--- config.mk ---
export PLATFORM = sky130hd
export DESIGN_NAME = empacotador_imediato_flat
export DESIGN_NICKNAME = d
export VERILOG_FILES = /design/src/rtl/pacote_mips.sv /design/src/rtl/empacotador_imediato_if.sv /design/src/rtl/empacotador_imediato_verifica_faixa.sv /design/src/rtl/empacotador_imediato.sv /design/src/flat_wrapper.sv
export SDC_FILE = /design/constraint.sdc
export NUM_CORES = 1
export LEC_CHECK = 0
export ABC_CLOCK_PERIOD_IN_PS = 2920
export CORE_MARGIN = 8
export CORE_UTILIZATION = 44
export CTS_CLUSTER_SIZE = 24
export DETAILED_ROUTE_END_ITERATION = 8
export GPL_TIMING_DRIVEN = 0
export MAX_ROUTING_LAYER = met4
export PLACE_DENSITY = 0.76
export SLEW_MARGIN = 20
export SYNTH_ARGS = -nofsm -noshare
export SYNTH_HDL_FRONTEND = slang
export SYNTH_SLANG_ARGS = --single-unit
--- constraint.sdc ---
create_clock -name clock -period 2.92 [get_ports clock]
set_input_delay 0.438 -clock clock [delete_from_list [all_inputs] [get_ports clock]]
set_output_delay 0.438 -clock clock [all_outputs]
set_load 0.01 [all_outputs]
--- src/rtl/pacote_mips.sv ---
// Shared definitions for the MIPS-style immediate fields, used by the packer and the
// sign extender so both decode the same selector values and field widths.
package pacote_mips;

    localparam logic [1:0] SEL_IMM17    = 2'b00;
    localparam logic [1:0] SEL_IMM22    = 2'b01;
    localparam logic [1:0] SEL_IMM18    = 2'b10;
    localparam logic [1:0] SEL_INVALIDA = 2'b11;

    localparam int unsigned LARG_IMM17     = 17;
    localparam int unsigned LARG_IMM22     = 22;
    localparam int unsigned LARG_IMM18     = 18;
    localparam int unsigned LARG_CAMPO_MAX = 22;

    typedef enum logic [1:0] {
        Ocioso,
        Verifica,
        Escreve
    } estado_t;

    // The invalid selector maps to the widest field; callers reject it separately.
    function automatic int unsigned largura_campo(input logic [1:0] sel);
        case (sel)
            SEL_IMM17: return LARG_IMM17;
            SEL_IMM18: return LARG_IMM18;
            default:   return LARG_IMM22;
        endcase
    endfunction

endpackage

--- src/rtl/empacotador_imediato_if.sv ---
// Request and instruction-memory side signals of the immediate packer.
interface empacotador_imediato_if #(
    parameter int unsigned LARGURA_END = 10
);
    logic                   entrada_valida;
    logic                   pronto;
    logic [1:0]             selecao;
    logic [31:0]            valor;
    logic [31:0]            palavra_base;
    logic                   limpar_erro;
    logic                   mem_escrita;
    logic [LARGURA_END-1:0] mem_endereco;
    logic [31:0]            mem_dado;
    logic                   erro;
    logic [7:0]             cont_erros;
    logic                   memoria_cheia;

    modport master (
        output entrada_valida, selecao, valor, palavra_base, limpar_erro,
        input  pronto, mem_escrita, mem_endereco, mem_dado, erro, cont_erros, memoria_cheia
    );

    modport slave (
        input  entrada_valida, selecao, valor, palavra_base, limpar_erro,
        output pronto, mem_escrita, mem_endereco, mem_dado, erro, cont_erros, memoria_cheia
    );
endinterface

--- src/rtl/empacotador_imediato_verifica_faixa.sv ---
// Combinational range check: does the signed value fit the selected immediate field,
// and what are its low bits truncated to that field (zero-filled to 22 bits).
module verifica_faixa
    import pacote_mips::*;
(
    input  logic [1:0]                selecao,
    input  logic [31:0]               valor,
    output logic                      cabe,
    output logic [LARG_CAMPO_MAX-1:0] campo
);
    int unsigned largura;
    logic [31:0] topo;
    logic [31:0] mascara;

    always_comb begin
        largura = largura_campo(selecao);
        // Bits [31:N-1] collapse to all-zeros or all-ones exactly when the value fits.
        topo    = 32'($signed(valor) >>> (largura - 1));
        cabe    = (selecao != SEL_INVALIDA) && ((topo == '0) || (topo == '1));
        mascara = (32'd1 << largura) - 32'd1;
        campo   = LARG_CAMPO_MAX'(valor & mascara);
    end
endmodule

--- src/rtl/empacotador_imediato.sv ---
// Immediate packer: range-checks a signed value, inserts it into a base instruction word
// and writes the result to instruction memory at an auto-incrementing address.
module empacotador_imediato
    import pacote_mips::*;
#(
    parameter int unsigned LARGURA_END = 10,
    parameter int unsigned END_INICIAL = 0
) (
    input logic                   clock,
    input logic                   reset,
    empacotador_imediato_if.slave bus
);
    localparam logic [LARGURA_END-1:0] END_RESET = LARGURA_END'(END_INICIAL);
    localparam logic [LARGURA_END-1:0] END_FINAL = '1;

    estado_t                   estado_q, estado_d;
    logic [1:0]                sel_q;
    logic [31:0]               valor_q, base_q;
    logic                      escrita_q, escrita_d;
    logic                      rejeita_q, rejeita_d;
    logic [31:0]               dado_q;
    logic [LARGURA_END-1:0]    endereco_q, endereco_d;
    logic                      erro_q, erro_d;
    logic [7:0]                cont_q, cont_d;
    logic                      cheia_q, cheia_d;
    logic                      captura;
    logic                      cabe;
    logic [LARG_CAMPO_MAX-1:0] campo;
    logic [31:0]               mascara;
    logic [31:0]               palavra;
    logic                      aceita;

    verifica_faixa u_verifica_faixa (
        .selecao (sel_q),
        .valor   (valor_q),
        .cabe    (cabe),
        .campo   (campo)
    );

    always_comb begin
        mascara = (32'd1 << largura_campo(sel_q)) - 32'd1;
        palavra = (base_q & ~mascara) | {{(32 - LARG_CAMPO_MAX){1'b0}}, campo};
        // memoria_cheia only changes when ESCREVE ends, so deciding here is equivalent.
        aceita  = cabe && (sel_q != SEL_INVALIDA) && !cheia_q;
    end

    always_comb begin
        estado_d  = estado_q;
        captura   = 1'b0;
        escrita_d = 1'b0;
        rejeita_d = 1'b0;
        unique case (estado_q)
            Ocioso: begin
                if (bus.entrada_valida) begin
                    captura  = 1'b1;
                    estado_d = Verifica;
                end
            end
            Verifica: begin
                escrita_d = aceita;
                rejeita_d = !aceita;
                estado_d  = Escreve;
            end
            Escreve: estado_d = Ocioso;
            default: estado_d = Ocioso;
        endcase
    end

    always_comb begin
        erro_d     = erro_q;
        cont_d     = cont_q;
        endereco_d = endereco_q;
        cheia_d    = cheia_q;
        if (bus.limpar_erro) begin
            erro_d = 1'b0;
            cont_d = 8'd0;
        end
        // A reject in the same cycle as a clear is applied after it, so it wins.
        if (estado_q == Escreve) begin
            if (escrita_q) begin
                if (endereco_q == END_FINAL) begin
                    cheia_d = 1'b1;
                end else begin
                    endereco_d = endereco_q + 1'b1;
                end
            end else if (rejeita_q) begin
                erro_d = 1'b1;
                if (cont_d != 8'hFF) begin
                    cont_d = cont_d + 8'd1;
                end
            end
        end
    end

    always_ff @(posedge clock) begin
        if (reset) begin
            estado_q   <= Ocioso;
            sel_q      <= SEL_IMM17;
            valor_q    <= '0;
            base_q     <= '0;
            escrita_q  <= 1'b0;
            rejeita_q  <= 1'b0;
            dado_q     <= '0;
            endereco_q <= END_RESET;
            erro_q     <= 1'b0;
            cont_q     <= 8'd0;
            cheia_q    <= 1'b0;
        end else begin
            estado_q   <= estado_d;
            escrita_q  <= escrita_d;
            rejeita_q  <= rejeita_d;
            endereco_q <= endereco_d;
            erro_q     <= erro_d;
            cont_q     <= cont_d;
            cheia_q    <= cheia_d;
            if (captura) begin
                sel_q   <= bus.selecao;
                valor_q <= bus.valor;
                base_q  <= bus.palavra_base;
            end
            if (escrita_d) begin
                dado_q <= palavra;
            end
        end
    end

    assign bus.pronto        = (estado_q == Ocioso);
    assign bus.mem_escrita   = escrita_q;
    assign bus.mem_endereco  = endereco_q;
    assign bus.mem_dado      = dado_q;
    assign bus.erro          = erro_q;
    assign bus.cont_erros    = cont_q;
    assign bus.memoria_cheia = cheia_q;
endmodule

--- src/flat_wrapper.sv ---
// flat-port wrapper written by rule: the top's interface ports become plain ports
module empacotador_imediato_flat import pacote_mips::*;
#(
    parameter int unsigned LARGURA_END = 10,
    parameter int unsigned END_INICIAL = 0
)
  (clock, reset, bus_entrada_valida, bus_selecao, bus_valor, bus_palavra_base, bus_limpar_erro, bus_pronto, bus_mem_escrita, bus_mem_endereco, bus_mem_dado, bus_erro, bus_cont_erros, bus_memoria_cheia);
  empacotador_imediato_if #(.LARGURA_END(LARGURA_END)) bus_i ();
  input logic clock;
  input logic reset;
  input wire logic [$bits(bus_i.entrada_valida)-1:0] bus_entrada_valida;
  input wire logic [$bits(bus_i.selecao)-1:0] bus_selecao;
  input wire logic [$bits(bus_i.valor)-1:0] bus_valor;
  input wire logic [$bits(bus_i.palavra_base)-1:0] bus_palavra_base;
  input wire logic [$bits(bus_i.limpar_erro)-1:0] bus_limpar_erro;
  output wire logic [$bits(bus_i.pronto)-1:0] bus_pronto;
  output wire logic [$bits(bus_i.mem_escrita)-1:0] bus_mem_escrita;
  output wire logic [$bits(bus_i.mem_endereco)-1:0] bus_mem_endereco;
  output wire logic [$bits(bus_i.mem_dado)-1:0] bus_mem_dado;
  output wire logic [$bits(bus_i.erro)-1:0] bus_erro;
  output wire logic [$bits(bus_i.cont_erros)-1:0] bus_cont_erros;
  output wire logic [$bits(bus_i.memoria_cheia)-1:0] bus_memoria_cheia;
  assign bus_i.entrada_valida = bus_entrada_valida;
  assign bus_i.selecao = bus_selecao;
  assign bus_i.valor = bus_valor;
  assign bus_i.palavra_base = bus_palavra_base;
  assign bus_i.limpar_erro = bus_limpar_erro;
  assign bus_pronto = bus_i.pronto;
  assign bus_mem_escrita = bus_i.mem_escrita;
  assign bus_mem_endereco = bus_i.mem_endereco;
  assign bus_mem_dado = bus_i.mem_dado;
  assign bus_erro = bus_i.erro;
  assign bus_cont_erros = bus_i.cont_erros;
  assign bus_memoria_cheia = bus_i.memoria_cheia;
  empacotador_imediato #(.LARGURA_END(LARGURA_END), .END_INICIAL(END_INICIAL)) u_core (.clock(clock), .reset(reset), .bus(bus_i));
endmodule
==> impl_results.md <==
- Status: complete, but fails checks
- Failing checks: setup timing
- Core Area: 0.0108 mm2
- Fmax: 339 MHz
- Root Buffer: clkbuf_8
- Endpoints failing setup: 21
- # IOs: 124
- Final net count: 828
- Yosys top cell by area: dfxtp_1
- Count leader, synth: nand2_1
- Vias in the first global route: 5,004
- Gr usage total: 0.221
- Avg Cell Area, Syn: 8.16 um2
- Fin Hold WS: 0.415 ns
- Main flop type after synthesis: dfxtp_1
- Num Clock Sinks: 105
- Footprint of the multi-input gates: 0.00286 mm2
- Yosys top cell area share: 0.435
- Most Frequent Cell on Critical Path: buf_6
- Slew Limit Fails: 0
- Synth area leaders: dfxtp_1 44%, a21oi_1 9.1%, nand2_1 8.9%, mux2i_1 4.6%, nand3_1 3.7%
- FP Rows: 38
- Drt first-iter violations: 382
- DRT Pass-1 Iters: 5
- Routed wire length: 16,500 um
- Antenna Cells: 0
- Initial antenna violation count: 0
- Hold Violations, Final: 0
- CP Depth: 15
- First-pass GRT wire length: 25,100 um
- Post-synth cell types: 55
- Max incr delay on CP: 0.38 ns
- Via density: 5.58
- CP max-delay cell: dfxtp_4
- Hold_sp: reset
- Critical path's top delay family: buffers and inverters
- Sequential share of the synthesized area: 0.435
- Post-synth EDFFs: 0
- CP Capture Type: register
- Finished Layout Cells: 897
- Die ar.: 0.0146 mm2
- FF-to-FF path depth: 15
- Buffers & Inverters on Critical Path: 6
- Reg2reg start: u_core.sel_q[0]
- GP Congestion: 0.874
- Post-route cell area: 0.00716 mm2
- CP required: 3.24 ns
- Worst-margin pin slew: 0.693 ns
- Vias: 5,005
- Hpwl dp: 10,900 um
- Hold depth: 2
- Htree depth: 3
- Fin crit share: 1.01
- Net Count, Synth: 668
- Clock Latency Late Sink: 0.38 ns
- Port Buf Inserts: 105
- Max Cap Violations: 0
- Synth Instances: 592
- DRC viols: 0
- Synth warnings: 0
- Clk_skew: 0.0119 ns
- CP max FO: 10
- Area Overhead vs Synth: 48.3%
- Seq. cell area: 0.00211 mm2
- Async SR Flop Fraction: 0
- WS Path Type: reg2reg
- Post-DP Area: 0.00609 mm2
- RSZ-0062 raised after global routing: true
- Register bit total from synthesis: 105
- Critical path origin: u_core.sel_q[0]
- Antenna viol nets, final: 0
- DR WL/cell: 18.4 um
- Worst Slack Setup Final: -0.0317 ns
- Fin Setup TNS: -0.331 ns
- TritonCTS clock tree: done
- Layout cells sized above 1: 0.213
- GR Overflow Total: 0
- Cts bufs inserted: 9
- Leak pwr: 2.50 nW
- Critical path data arrival time: 3.27 ns
- Post-placement cell count: 837
- Maximum VDD drop: 0.234 mV
- Die height: 121 um
- CTS clk-pin slew, worst paths: 0.11 ns
- Min Tclk post-route: 2.95 ns
- PD cells: 423 mW/mm2
- Type of the tightest min-delay check: in2reg
- Fill cells: 848
- CP cell instances: buf_6 > nand2b_4 > inv_4 > ha_4 > buf_6 > mux2i_4 > buf_4 > nor3_1 > o32ai_2 > o31ai_2 > buf_4 > and4_4 > buf_6 > o21ai_2 > a21oi_1
- Cts hold-fix bufs: 0
- Post-Syn Area: 0.00483 mm2
- Largest net degree at the start of global routing: 20
- Die Span X: 121 um
- Initial core utilization: 0.447
- CTS Buffer Depth: 2
- Synth top cells by count: 115 x nand2_1, 105 x dfxtp_1, 88 x a21oi_1
- Slew Limit Headroom: 0.536
- Crit path launch type: register
per-layer routing:
layer,share of wire,vias up,routed length (um),track usage
li1,-,2398,-,-
met1,0.43,2345,7140,0.270
met2,0.48,227,7840,0.347
met3,0.069,35,1130,0.0494
met4,0.023,0,386,0.0890
met5,0,-,0,-
stage by stage:
| step | utilization | setup slack, ns | power (W) |
|---|---|---|---|
| 2_1_floorplan | - | 0.00201 | 0.00181 |
| 4_1_cts | 0.642 | -0.0422 | 0.00296 |
| 3_5_place_dp | 0.565 | -0.662 | 0.00198 |
| 6_report | 0.663 | -0.0317 | 0.00303 |
| 5_1_grt | 0.663 | -0.152 | 0.00314 |
| 3_3_place_gp | 0.565 | -0.617 | 0.00197 |
placed cells by master, fill, tap and decap left out, types with 7 or more instances in the layout:
| master | instances |
|---|---|
| nor2_1 | 33 |
| mux2i_1 | 15 |
| o21ai_2 | 22 |
| nand2_1 | 113 |
| nand2b_1 | 7 |
| clkbuf_1 | 25 |
| nor3_1 | 18 |
| buf_4 | 30 |
| a21oi_1 | 78 |
| nand3_1 | 27 |
| clkbuf_8 | 12 |
| dfxtp_1 | 103 |
| a21oi_2 | 10 |
| xor2_1 | 8 |
| nand3_2 | 9 |
| clkdlybuf4s50_1 | 105 |
| buf_6 | 19 |
registers in the layout, summed over array words and instances, names as in the netlist:
name,cells
u_core.sel_q,2
u_core.bus.mem_escrita,1
u_core.rejeita_q,1
u_core.bus.mem_dado,32
u_core.estado_q,2
u_core.bus.erro,1
u_core.base_q,15
u_core.bus.memoria_cheia,1
u_core.valor_q,32
u_core.bus.mem_endereco,10
u_core.bus.cont_erros,8
cells by family (layout without fill, tap and decap cells):
family                     after synthesis  count (layout)  synth area share
and+or+nand+nor                        241             242             0.229
muxes                                   28              28            0.0666
adders and majority gates                6               6            0.0155
xor gates and xnor gates                12              12            0.0218
buffers and inverters                   49             213            0.0508
DFF                                    105             105             0.435
AOI/OAI and AO/OA                      151             151             0.181
repair_timing:
| item | 4_1_cts | 5_1_grt |
|---|---|---|
| gates resized for setup | 92 | 57 |
| buffers inserted | 33 | 9 |
| pin swaps | 33 | 37 |
| cloned | 5 | 3 |
| endpoints found under the setup margin | 34 | 34 |
cell type report:
cell class                      count  share of cell area
Clock inverter                      6             0.00787
Buffer                             43              0.0420
Multi-Input combinational cell    439               0.400
Timing Repair Buffer              151               0.209
Inverter                            3             0.00297
Sequential cell                   105               0.295
Clock buffer                       10              0.0192
Tap cell                          140              0.0245
where the power goes:
group	switching [W]	internal [W]	leakage (nW)
Clock	0.000546	0.000352	0.0969
Sequential	0.0000462	0.00148	0.855
Combinational	0.000313	0.000293	1.55
Total	0.000905	0.00212	2.50
worst paths after layout:
path | slack [ns] | endpoint
setup / recovery | -0.03 | u_core.bus.mem_dado[9]
hold / removal | 0.42 | u_core.estado_q[1]
setup reg to reg | -0.03 | u_core.bus.mem_dado[9]
hold reg to reg | 0.46 | u_core.valor_q[0]
Note: power is estimated with default switching activity, not from simulation.
